<file path="src/rtl/div_unit.sv">
// div_unit: multi-cycle RV32M DIV/DIVU/REM/REMU unit.
// Restoring shift-subtract divider producing one quotient bit per clock.
// Divide-by-zero and signed overflow are resolved at accept time and skip
// the iteration phase entirely. Results are handed back over a valid/ready
// response handshake. A flush or reset abandons the operation in flight.
module div_unit #(
   parameter int XLEN = 32
) (
   input  logic            clk,
   input  logic            rst_n,
   input  logic            req_valid,
   output logic            req_ready,
   input  logic [1:0]      div_op,
   input  logic [XLEN-1:0] src1,
   input  logic [XLEN-1:0] src2,
   input  logic            flush,
   output logic            resp_valid,
   input  logic            resp_ready,
   output logic [XLEN-1:0] result,
   output logic            busy
);

   localparam int CW = $clog2(XLEN);

   typedef enum logic [1:0] {
      IDLE,
      CALC,
      DONE
   } state_e;

   state_e            state_q;
   logic              op_rem_q;     // 1: return remainder, 0: return quotient
   logic              q_neg_q;      // quotient must be negated at the end
   logic              r_neg_q;      // remainder must be negated at the end
   logic [XLEN-1:0]   dividend_q;   // magnitude of dividend, shifted out MSB first
   logic [XLEN-1:0]   divisor_q;    // magnitude of divisor
   logic [XLEN-1:0]   rem_q;        // partial remainder
   logic [XLEN-1:0]   quot_q;       // quotient bits collected so far
   logic [CW-1:0]     cnt_q;        // iterations remaining minus one
   logic [XLEN-1:0]   result_q;

   // Accept-time decode signals.
   logic              signed_op;
   logic              is_rem;
   logic [XLEN-1:0]   src1_abs;
   logic [XLEN-1:0]   src2_abs;
   logic              div_zero;
   logic              overflow;
   logic              special;
   logic [XLEN-1:0]   special_res;

   // One iteration of the restoring divider plus final sign fix-up.
   logic [XLEN:0]     rem_shift;
   logic [XLEN:0]     rem_diff;
   logic              q_bit;
   logic [XLEN-1:0]   rem_d;
   logic [XLEN-1:0]   quot_d;
   logic [XLEN-1:0]   final_res;

   // Decode the incoming request: operand magnitudes and the short-cut cases.
   always_comb begin
      // NOTE: every signal written here gets a default first so no latch is inferred.
      signed_op   = ~div_op[0];
      is_rem      = div_op[1];
      src1_abs    = (signed_op && src1[XLEN-1]) ? -src1 : src1;
      src2_abs    = (signed_op && src2[XLEN-1]) ? -src2 : src2;
      div_zero    = (src2 == '0);
      overflow    = signed_op && (src1 == {1'b1, {(XLEN-1){1'b0}}}) && (src2 == '1);
      special     = div_zero || overflow;
      special_res = '0;
      if (div_zero) begin
         special_res = is_rem ? src1 : '1;
      end else if (overflow) begin
         special_res = is_rem ? '0 : {1'b1, {(XLEN-1){1'b0}}};
      end
   end

   // Shift-subtract step; the XLEN+1-bit compare keeps the bit shifted out of rem_q.
   always_comb begin
      rem_shift = {rem_q, dividend_q[XLEN-1]};
      rem_diff  = rem_shift - {1'b0, divisor_q};
      // rem_q < divisor holds, so a non-negative difference always fits in XLEN
      // bits and the top bit of rem_diff is a clean borrow flag.
      q_bit     = ~rem_diff[XLEN];
      rem_d     = q_bit ? rem_diff[XLEN-1:0] : rem_shift[XLEN-1:0];
      quot_d    = {quot_q[XLEN-2:0], q_bit};
      final_res = op_rem_q ? (r_neg_q ? -rem_d  : rem_d)
                           : (q_neg_q ? -quot_d : quot_d);
   end

   // Control FSM and datapath registers; flush overrides accept and handshake.
   always_ff @(posedge clk or negedge rst_n) begin
      if (!rst_n) begin
         // NOTE: sequential state uses non-blocking assignments only, so every
         // register samples values from before the edge.
         state_q    <= IDLE;
         op_rem_q   <= 1'b0;
         q_neg_q    <= 1'b0;
         r_neg_q    <= 1'b0;
         dividend_q <= '0;
         divisor_q  <= '0;
         rem_q      <= '0;
         quot_q     <= '0;
         cnt_q      <= '0;
         result_q   <= '0;
      end else if (flush) begin
         state_q <= IDLE;
      end else begin
         case (state_q)
            IDLE: begin
               if (req_valid) begin
                  op_rem_q   <= is_rem;
                  q_neg_q    <= signed_op && (src1[XLEN-1] ^ src2[XLEN-1]);
                  r_neg_q    <= signed_op && src1[XLEN-1];
                  dividend_q <= src1_abs;
                  divisor_q  <= src2_abs;
                  rem_q      <= '0;
                  quot_q     <= '0;
                  cnt_q      <= CW'(XLEN - 1);
                  if (special) begin
                     result_q <= special_res;
                     state_q  <= DONE;
                  end else begin
                     state_q  <= CALC;
                  end
               end
            end
            CALC: begin
               dividend_q <= dividend_q << 1;
               rem_q      <= rem_d;
               quot_q     <= quot_d;
               cnt_q      <= cnt_q - CW'(1);
               if (cnt_q == '0) begin
                  result_q <= final_res;
                  state_q  <= DONE;
               end
            end
            DONE: begin
               if (resp_ready) begin
                  state_q <= IDLE;
               end
            end
            default: state_q <= IDLE;
         endcase
      end
   end

   assign req_ready  = (state_q == IDLE);
   assign resp_valid = (state_q == DONE);
   assign busy       = (state_q != IDLE);
   assign result     = result_q;

endmodule
</file>
<file path="config.mk">
export PLATFORM = sky130hd
export DESIGN_NAME = div_unit
export DESIGN_NICKNAME = d
export VERILOG_FILES = /design/src/rtl/div_unit.sv
export SDC_FILE = /design/constraint.sdc
export NUM_CORES = 1
export LEC_CHECK = 0
export ABC_AREA = 1
export CAP_MARGIN = 30
export CORE_MARGIN = 1.5
export CORE_UTILIZATION = 35
export DETAILED_ROUTE_END_ITERATION = 12
export PLACE_DENSITY_LB_ADDON = 0.15
export SYNTH_ARGS = -nofsm -noshare
export SYNTH_HDL_FRONTEND = slang
export SYNTH_SLANG_ARGS = --single-unit
</file>
<file path="constraint.sdc">
create_clock -name clk -period 4.4 [get_ports clk]
set_input_delay 0.44 -clock clk [delete_from_list [all_inputs] [get_ports clk]]
set_output_delay 0.44 -clock clk [all_outputs]
set_load 0.01 [all_outputs]
</file>
==> flow_summary.yaml, run 1 <==
finish:
  antennaDiodeCount: 0
  fin_area_mm2: 0.0160
  fin_nets: 2336
  area_growth_pct: 16.0
  drive_gt1_share_pct: 6.70
floorplanning:
  start_util_pct: 35.6
  dieArea_mm2: 0.0406
  die_y_um: 202
  coreArea_mm2: 0.0387
  num_rows: 72
  ios: 106
  die_x_um: 202
setup_path:
  critPathCaptureType: "flop"
  critPathLaunchType: "flop"
  r2r_slack_ns: 0.30
  path_max_fanout: 28
  r2r_start: "dividend_q[31]"
  worstPathRequired_ns: 4.80
  critPathKind: "reg -> reg"
  arrival_ns: 4.50
  rr_worst_depth: 26
  reg2reg_to: "result[14]"
timing:
  max_slew_margin_pct: 34.1
  clock-skew-final_ns: 0.0193
  tightest_slew_ns: 0.988
  fmax_ghz: 0.244
  final-hold-violation-count: 0
  rsz0062_at_grt: "no"
  setup_viol: 0
  fin_crit_sh_pct: 93.1
  slew_viol_final: 0
  tns_ns: 0
  fin_crit_ns: 4.10
cts:
  path_clk_slew_ns: 0.08
  cts_root_buffer: "clkbuf_16"
  cts_tree: "yes"
  clk_latency_ns: 0.47
  cts_buffer_depth: 2
  ctsHtreeMaxLevel: 4
  cts_buffers: 17
  cts.sinks: 169
placed_design:
  hpwlAfterDp_mm: 37.9
  gp_congestion: 0.941
  io_buffers: 105
  placed_area_mm2: 0.0154
yosys:
  synth_edf_count: 0
  synth.top_cell.area_share_pct: 30.7
  ys_async_sr_fraction_pct: 100
  ys.flop_type: "dfrtp_1"
  synth_top_family_by_area: "simple AND/OR/NAND/NOR gates"
  yosys.area_share.simple_pct: 34.9
  ys_types: 55
  synth_warnings: 0
  synth_compound_gate_area_share_pct: 16.3
  syn_nets: 2262
  ys_seq_area_share_pct: 30.7
  avgSynthCellArea_um2: 6.41
  yosys-top-cells-area: "dfrtp_1 (31%), nand2_1 (17%), inv_1 (7.8%)"
  synth_largest_area_cell: "dfrtp_1"
  synth_area_mm2: 0.0138
  synthMuxAreaShare_pct: 0
  netlist_instances: 2151
  synthXorXnorAreaFrac_pct: 3.68
  synth-seq-cells: 169
  synth_adder_area_share_pct: 3.68
global_route:
  grt_pass1_vias: 13600
  grt_overflow: 0
  grt_pass1_wl_mm: 77.4
  grt_max_degree: 100
  antenna_found_initial: 0
  track_usage_pct: 24.5
power:
  p_clk_share_pct: 11.3
  power_switching_mw: 8.00
  power_density_mw_per_mm2: 876
  power.internal_mw: 6.02
  seqPwrFrac_pct: 17.6
  irDropWorstVdd_mv: 0.791
  power_mw: 14.0
  switching_share_pct: 57.1
  combinationalPowerShare_pct: 71.2
  leakage_nw: 8.02
drt:
  via_count: 14200
  drcViolationCount: 0
  wirelength_mm: 49.4
  drt_first_pass_iters: 5
  post_drt_wl_per_cell_um: 17.9
  ant_nets: 0
  drt-initial-drc-count: 1248
  vias_per_cell: 5.14
run:
  maxCapViolations: 0
worst_hold_path:
  min_path_type: "in -> async"
run_status:
  status: "complete, no violations"
-- worst max-delay path by stage --
| stage | start | end | slack [ns] | cells past startpoint |
|---|---|---|---|---|
| after floorplan | dividend_q[31] | result[28] | 0.51 | 29 |
| after global placement | dividend_q[31] | result[28] | 0.29 | 28 |
| after detailed placement | dividend_q[31] | result[30] | 0.19 | 28 |
| after CTS | dividend_q[31] | result[26] | 0.16 | 28 |
| after global routing | dividend_q[31] | result[14] | 0.003 | 26 |
| final | dividend_q[31] | result[14] | 0.30 | 26 |
-- sequential cells by signal, indices dropped and copies added, names as in the netlist, 2 cells and up --
| register | flops |
|---|---|
| cnt_q | 5 |
| dividend_q | 32 |
| divisor_q | 32 |
| quot_q | 31 |
| rem_q | 32 |
| result | 32 |
| state_q | 2 |
-- power by group through the flow --
| stage | Combinational (mW) | Clock, mW | Sequential, mW |
|---|---|---|---|
| after floorplan | 7.07 | 0 | 2.39 |
| after global placement | 9.80 | 0 | 2.47 |
| after detailed placement | 9.83 | 0 | 2.48 |
| after CTS | 9.89 | 1.61 | 2.46 |
| after global routing | 11.2 | 1.66 | 2.52 |
| final | 9.98 | 1.58 | 2.46 |
-- worst max-delay path: stages (launching register included) --
cell and delay [ns]:
dfrtp_1 0.36, inv_1 0.11, ha_1 0.16, inv_1 0.08, fa_1 0.43, nand2_1 0.10
nand2_1 0.07, nand3_2 0.08, nand2_2 0.09, nand2_2 0.07, nand2_2 0.07, nand2_4 0.11
nand3_4 0.24, nand2_8 0.29, nand2_1 0.10, nand2_2 0.15, ha_1 0.21, nand2_1 0.09
nor2_4 0.15, nand2_1 0.13, nor2_4 0.20, nor2_1 0.08, nand2_1 0.07, nand2_1 0.05
o21bai_1 0.32, nand3_1 0.12, nand2_1 0.08
-- logic make-up after synthesis --
logic type,count (synthesis)
flip-flops,169
AND/OR/NAND/NOR,1102
adder cells (fa/ha/maj),40
buffers and inverters,377
AO/OA/AOI/OAI,405
XOR/XNOR,58
-- final cells by class --
class                           instances  area [um2]
Clock buffer                           17         425
Clock inverter                         15         164
Fill cell                            4228       22700
Inverter                              301        1130
Multi-Input combinational cell       1605        8110
Sequential cell                       169        4230
Tap cell                              518         648
Timing Repair Buffer                  131        1300
-- cells in the final DEF, fill, tap and decap left out, types with 6 or more instances in the layout --
| master | count |
|---|---|
| nand2_1 | 622 |
| inv_1 | 287 |
| nor2_1 | 180 |
| o21ai_0 | 172 |
| dfrtp_1 | 169 |
| nand3_1 | 134 |
| a21oi_1 | 110 |
| clkdlybuf4s50_1 | 104 |
| o22ai_1 | 57 |
| ha_1 | 39 |
| xor2_1 | 37 |
| nand2_2 | 35 |
| nand4_1 | 33 |
| nor3_1 | 32 |
| xnor2_1 | 21 |
| buf_4 | 21 |
| o211ai_1 | 19 |
| clkbuf_16 | 17 |
| a31oi_1 | 14 |
| inv_2 | 11 |
| o21ai_1 | 11 |
| nand3_2 | 8 |
| nor4_1 | 8 |
| nor2_2 | 7 |
| nand2_4 | 7 |
| or2_2 | 7 |
| nor2_4 | 6 |
-- layer usage --
layer | vias up | wire (um) | GRT usage, % | part of all wire (%)
li1 | 7137 | - | - | -
met1 | 6553 | 23300 | 34.6 | 47
met2 | 425 | 21900 | 38.1 | 44
met3 | 59 | 2890 | 3.64 | 5.9
met4 | 0 | 1280 | 8.10 | 2.6
met5 | - | 0 | 0 | 0
-- synth_stat cells, types with 37 or more instances --
cell and instances:
nor2_1 182, xor2_1 37, nand3_1 136, ha_1 39, nand2_1 623, o21ai_0 173
o22ai_1 57, inv_1 287, a21oi_1 110, clkbuf_1 54, dfrtp_1 169
-- per-stage QoR --
stage	utilization, %	instances	setup WS, ns	hold WS (ns)
2_1_floorplan	-	2151	0.512	0.144
3_3_place_gp	39.6	2721	0.286	0.458
3_5_place_dp	39.6	2722	0.194	0.460
4_1_cts	41.2	2754	0.157	0.164
5_1_grt	41.3	2756	0.00345	0.445
6_report	41.3	2756	0.304	0.412
-- what timing repair did --
action,in CTS,in global routing
setup endpoints to repair,0,7
resized for setup,0,6
setup buffers,0,0
hold buffers,0,1
endpoints found under the hold margin,0,25
(Power assumes the default switching activity.)
==> inputs of run 2 (changes only) <==
--- a/config.mk
+++ b/config.mk
@@ -10,7 +10,8 @@
 export CORE_MARGIN = 1.5
 export CORE_UTILIZATION = 35
 export DETAILED_ROUTE_END_ITERATION = 12
-export PLACE_DENSITY_LB_ADDON = 0.15
+export GPL_ROUTABILITY_DRIVEN = 0
+export PLACE_DENSITY = 0.6
 export SYNTH_ARGS = -nofsm -noshare
 export SYNTH_HDL_FRONTEND = slang
 export SYNTH_SLANG_ARGS = --single-unit
==> run 2 against run 1 <==
Against the previous run:
- via count grew 0.61%
- clock skew shrank 0.0064 ns
- global-route usage shrank 1.6 points
- sequential share of layout area grew 0.062 points
- clock power is essentially flat
- highest routed layer unchanged
- core utilization shrank 0.097 points
- critical path type unchanged
- largest power group unchanged
==> flow_summary.yaml, run 2 (same netlist as run 1, synthesis figures left out) <==
drt:
  post_drt_wl_per_cell_um: 16.6
  drt-initial-drc-count: 1253
  vias_per_cell: 5.18
  via_count: 14300
  drt_first_pass_iters: 6
  wirelength_mm: 45.8
  drcViolationCount: 0
  ant_nets: 0
setup_path:
  crit_slowest_cell: "fa_1"
  critPathCaptureType: "flop"
  arrival_ns: 4.38
  crit_buf_inv: 2
  path_max_fanout: 9
  critPathKind: "reg -> reg"
  worstPathRequired_ns: 4.75
  max_stage_delay_ns: 0.42
  critPathLaunchType: "flop"
  crit_top_cell: "nand2_1"
  crit_family: "simple AND/OR/NAND/NOR gates"
global_route:
  antenna_found_initial: 0
  grt_pass1_vias: 13400
  grt_overflow: 0
  grt_max_degree: 79
  grt_pass1_wl_mm: 73.7
  track_usage_pct: 22.9
cts:
  ctsHtreeMaxLevel: 4
  path_clk_slew_ns: 0.07
  cts_setup_buffers: 0
  cts.sinks: 169
  cts_buffers: 17
  clk_latency_ns: 0.46
  cts_buffer_depth: 2
  cts_root_buffer: "clkbuf_16"
  cts_tree: "yes"
  ctsHoldBuffers: 0
finish:
  stdcell_count: 2754
  fin_area_mm2: 0.0160
  antennaDiodeCount: 0
  final_common_cell: "nand2_1"
  fillCellCount: 4200
  fin_nets: 2336
  layout_common_cells: "nand2_1 (623), inv_1 (287), nor2_1 (180), o21ai_0 (173), dfrtp_1 (169)"
  drive_gt1_share_pct: 6.53
  area_growth_pct: 15.8
worst_hold_path:
  min_path_type: "in -> async"
floorplanning:
  die_y_um: 202
  start_util_pct: 35.6
  num_rows: 72
  coreArea_mm2: 0.0387
  dieArea_mm2: 0.0406
  die_x_um: 202
  ios: 106
timing:
  max_slew_margin_pct: 42.1
  clock-skew-final_ns: 0.0130
  slew_viol_final: 0
  final-hold-violation-count: 0
  fin_crit_sh_pct: 91.7
  tns_ns: 0
  tightest_slew_ns: 0.869
  fin_crit_ns: 4.04
  fmax_ghz: 0.248
  setup_viol: 0
placed_design:
  hpwlAfterDp_mm: 35.4
  dp_cells: 2723
  io_buffers: 105
  placed_area_mm2: 0.0153
power:
  irDropWorstVdd_mv: 0.818
  power_mw: 13.7
  leakage_nw: 8.00
  power_density_mw_per_mm2: 861
run:
  maxCapViolations: 0
run_status:
  status: "complete, no violations"
[run 2: metrics by stage]
| step | hold slack, ns | setup WS [ns] | util (%) |
|---|---|---|---|
| after global placement | 0.460 | 0.258 | 39.6 |
| final | 0.0239 | 0.364 | 41.2 |
| after floorplan | 0.144 | 0.512 | - |
| after global routing | 0.0824 | -0.00861 | 41.2 |
| after CTS | 0.0460 | 0.191 | 41.1 |
| after detailed placement | 0.461 | 0.226 | 39.6 |
[run 2: final timing paths]
path | startpoint | end | slack [ns] | depth (start not counted)
max in group asynchronous | rst_n | dividend_q[26] | 3.35 | 2
hold reg to reg | dividend_q[9] | dividend_q[9] | 0.48 | 2
setup reg to reg | dividend_q[31] | result[28] | 0.36 | 28
min in group clk | dividend_q[9] | dividend_q[9] | 0.48 | 2
hold / removal | rst_n | divisor_q[24] | 0.02 | 1
setup / recovery | dividend_q[31] | result[28] | 0.36 | 28
[run 2: per-layer routing]
| layer | vias to the layer above | wire [um] | track usage, % |
|---|---|---|---|
| met3 | 48 | 2250 | 2.93 |
| met1 | 6667 | 21700 | 32.2 |
| met2 | 428 | 21000 | 36.6 |
| li1 | 7117 | - | - |
| met4 | 0 | 907 | 6.72 |
| met5 | - | 0 | 0 |
[run 2: power breakdown]
group	internal, mW	total [mW]	switching, mW
clock network	0.878	1.56	0.677
registers	2.10	2.46	0.368
logic	3.09	9.72	6.63
[run 2: worst reg2reg max path: cells and delay by family (launching register included)]
| family | cells | cell delay [ns] |
|---|---|---|
| compound gates | 2 | 0.33 |
| fa+ha+maj | 3 | 0.76 |
| buf+inv | 2 | 0.17 |
| flops | 1 | 0.37 |
| simple gates | 21 | 2.30 |
[run 2: repair_timing]
item	4_1_cts	5_1_grt
gates resized for setup	0	5
setup endpoints to repair	0	8
hold endpoints to repair	0	0
[run 2: area by class of cell]
cell class                      instances  area [um2]  area share, %
Tap cell                              518         648           4.06
Clock buffer                           21         470           2.95
Inverter                              301        1130           7.08
Sequential cell                       169        4230           26.5
Multi-Input combinational cell       1606        8110           50.8
Timing Repair Buffer                  130        1260           7.87
Clock inverter                          9         115          0.721
==> inputs of run 3 (changes only) <==
--- a/config.mk
+++ b/config.mk
@@ -12,6 +12,7 @@
 export DETAILED_ROUTE_END_ITERATION = 12
 export GPL_ROUTABILITY_DRIVEN = 0
 export PLACE_DENSITY = 0.6
+export SKIP_CTS_REPAIR_TIMING = 1
 export SYNTH_ARGS = -nofsm -noshare
 export SYNTH_HDL_FRONTEND = slang
 export SYNTH_SLANG_ARGS = --single-unit
==> constraint.sdc (replaced) <==
create_clock -name clk -period 4.4 [get_ports clk]
set_input_delay 1.1 -clock clk [delete_from_list [all_inputs] [get_ports clk]]
set_output_delay 1.1 -clock clk [all_outputs]
set_load 0.01 [all_outputs]
==> run 3 against run 2 <==
Against the previous run:
- critical path depth unchanged
- maximum frequency shrank 0.13%
- largest power group unchanged
- register-to-register slack is essentially flat
- clock skew up 0.0031 ns
- setup slack worse by 0.0052 ns
- die area is the same
- power is 1.8% higher
- cell area grew 0.45%
==> flow_summary.yaml, run 3 (same netlist as run 1, synthesis figures left out) <==
placed_design:
  hpwlAfterDp_mm: 35.9
  dp_cells: 2730
  placed_area_mm2: 0.0154
  io_buffers: 105
setup_path:
  critPathLaunchType: "flop"
  max_stage_delay_ns: 0.42
  path_max_fanout: 4
  cp_num_cells: 28
  worstPathRequired_ns: 4.74
  crit_top_cell: "nand2_1"
  arrival_ns: 4.38
  crit_family: "simple AND/OR/NAND/NOR gates"
  rr_worst_depth: 28
  crit_buf_inv: 2
  critPathCaptureType: "flop"
  critPathKind: "reg -> reg"
  crit_slowest_cell: "fa_1"
power:
  seqPwrFrac_pct: 17.9
  power_mw: 14.0
  switching_share_pct: 56.0
  combinationalPowerShare_pct: 71.1
  power.internal_mw: 6.15
  leakage_nw: 8.04
  power_switching_mw: 7.84
  irDropWorstVdd_mv: 0.623
  p_clk_share_pct: 11.0
  power_density_mw_per_mm2: 873
drt:
  drt-initial-drc-count: 1477
  vias_per_cell: 5.23
  drcViolationCount: 0
  drt_first_pass_iters: 5
  via_count: 14400
  wirelength_mm: 46.7
  post_drt_wl_per_cell_um: 16.9
  ant_nets: 0
floorplanning:
  die_y_um: 202
  start_util_pct: 35.6
  ios: 106
  coreArea_mm2: 0.0387
  die_x_um: 202
  num_rows: 72
  dieArea_mm2: 0.0406
global_route:
  antenna_found_initial: 1
  grt_pass1_wl_mm: 75.0
  grt_max_degree: 68
  track_usage_pct: 23.2
  grt_overflow: 0
  grt_pass1_vias: 13700
timing:
  slew_viol_final: 0
  fin_crit_ns: 4.04
  fmax_ghz: 0.247
  final-hold-violation-count: 0
  setup_viol: 0
  max_slew_margin_pct: 44.0
  tightest_slew_ns: 0.839
  tns_ns: 0
  clock-skew-final_ns: 0.0160
  fin_crit_sh_pct: 91.9
  hold_slack_ns: 0.474
cts:
  cts_buffer_depth: 2
  cts_buffers: 17
  cts.sinks: 169
  cts_root_buffer: "clkbuf_16"
  cts_tree: "yes"
  path_clk_slew_ns: 0.07
  clk_latency_ns: 0.45
  ctsHtreeMaxLevel: 4
run_status:
  status: "complete, no violations"
finish:
  area_growth_pct: 16.3
  drive_gt1_share_pct: 7.13
  stdcell_count: 2764
  fin_nets: 2343
  fin_area_mm2: 0.0160
  layout_common_cells: "nand2_1 (622), inv_1 (286), nor2_1 (180), o21ai_0 (173), dfrtp_1 (169)"
  final_common_cell: "nand2_1"
worst_hold_path:
  min_path_type: "reg -> reg"
  worstHoldPathCells: 2
run:
  maxCapViolations: 0
## run 3: power by group through the flow
stage,Combinational [mW],Clock [mW],Sequential (mW)
3_3_place_gp,9.61,0,2.50
6_report,9.95,1.54,2.50
2_1_floorplan,7.07,0,2.39
5_1_grt,11.2,1.60,2.56
3_5_place_dp,9.69,0,2.51
4_1_cts,9.74,1.56,2.49
## run 3: per-layer routing
metal	share of wire, %	global-route usage (%)
met4	3.0	8.18
met2	45	36.9
met3	7.2	3.89
met5	0	0
met1	45	31.8
## run 3: area by class of cell
class / instances / area [um2]
repair buffers: 138 / 1310
inverters: 301 / 1130
flip-flops and latches: 169 / 4230
clock buffers: 18 / 429
well taps: 518 / 648
fillers: 4185 / 22700
diodes: 1 / 2.50
clock inverters: 14 / 150
multi-input cells: 1605 / 8130
## run 3: worst paths after layout
| path | startpoint | to | slack [ns] |
|---|---|---|---|
| worst max-delay path | dividend_q[31] | result[28] | 0.36 |
| worst min-delay path | dividend_q[5] | dividend_q[5] | 0.47 |
| worst max register to register | dividend_q[31] | result[28] | 0.36 |
| worst min register to register | dividend_q[5] | dividend_q[5] | 0.47 |
| max in group asynchronous | rst_n | dividend_q[21] | 2.72 |
| min in group asynchronous | rst_n | divisor_q[7] | 0.63 |
## run 3: tightest hold or removal path, cell delays in order (launching register included)
cell and delay [ns]:
dfrtp_1 0.34, nand2_1 0.05, nand2_1 0.06
## run 3: stage by stage
step	setup WS (ns)	util [%]
after floorplan	0.512	-
after global routing	-0.0346	41.4
after CTS	0.124	41.2
after global placement	0.138	39.7
final	0.358	41.4
after detailed placement	0.0683	39.7
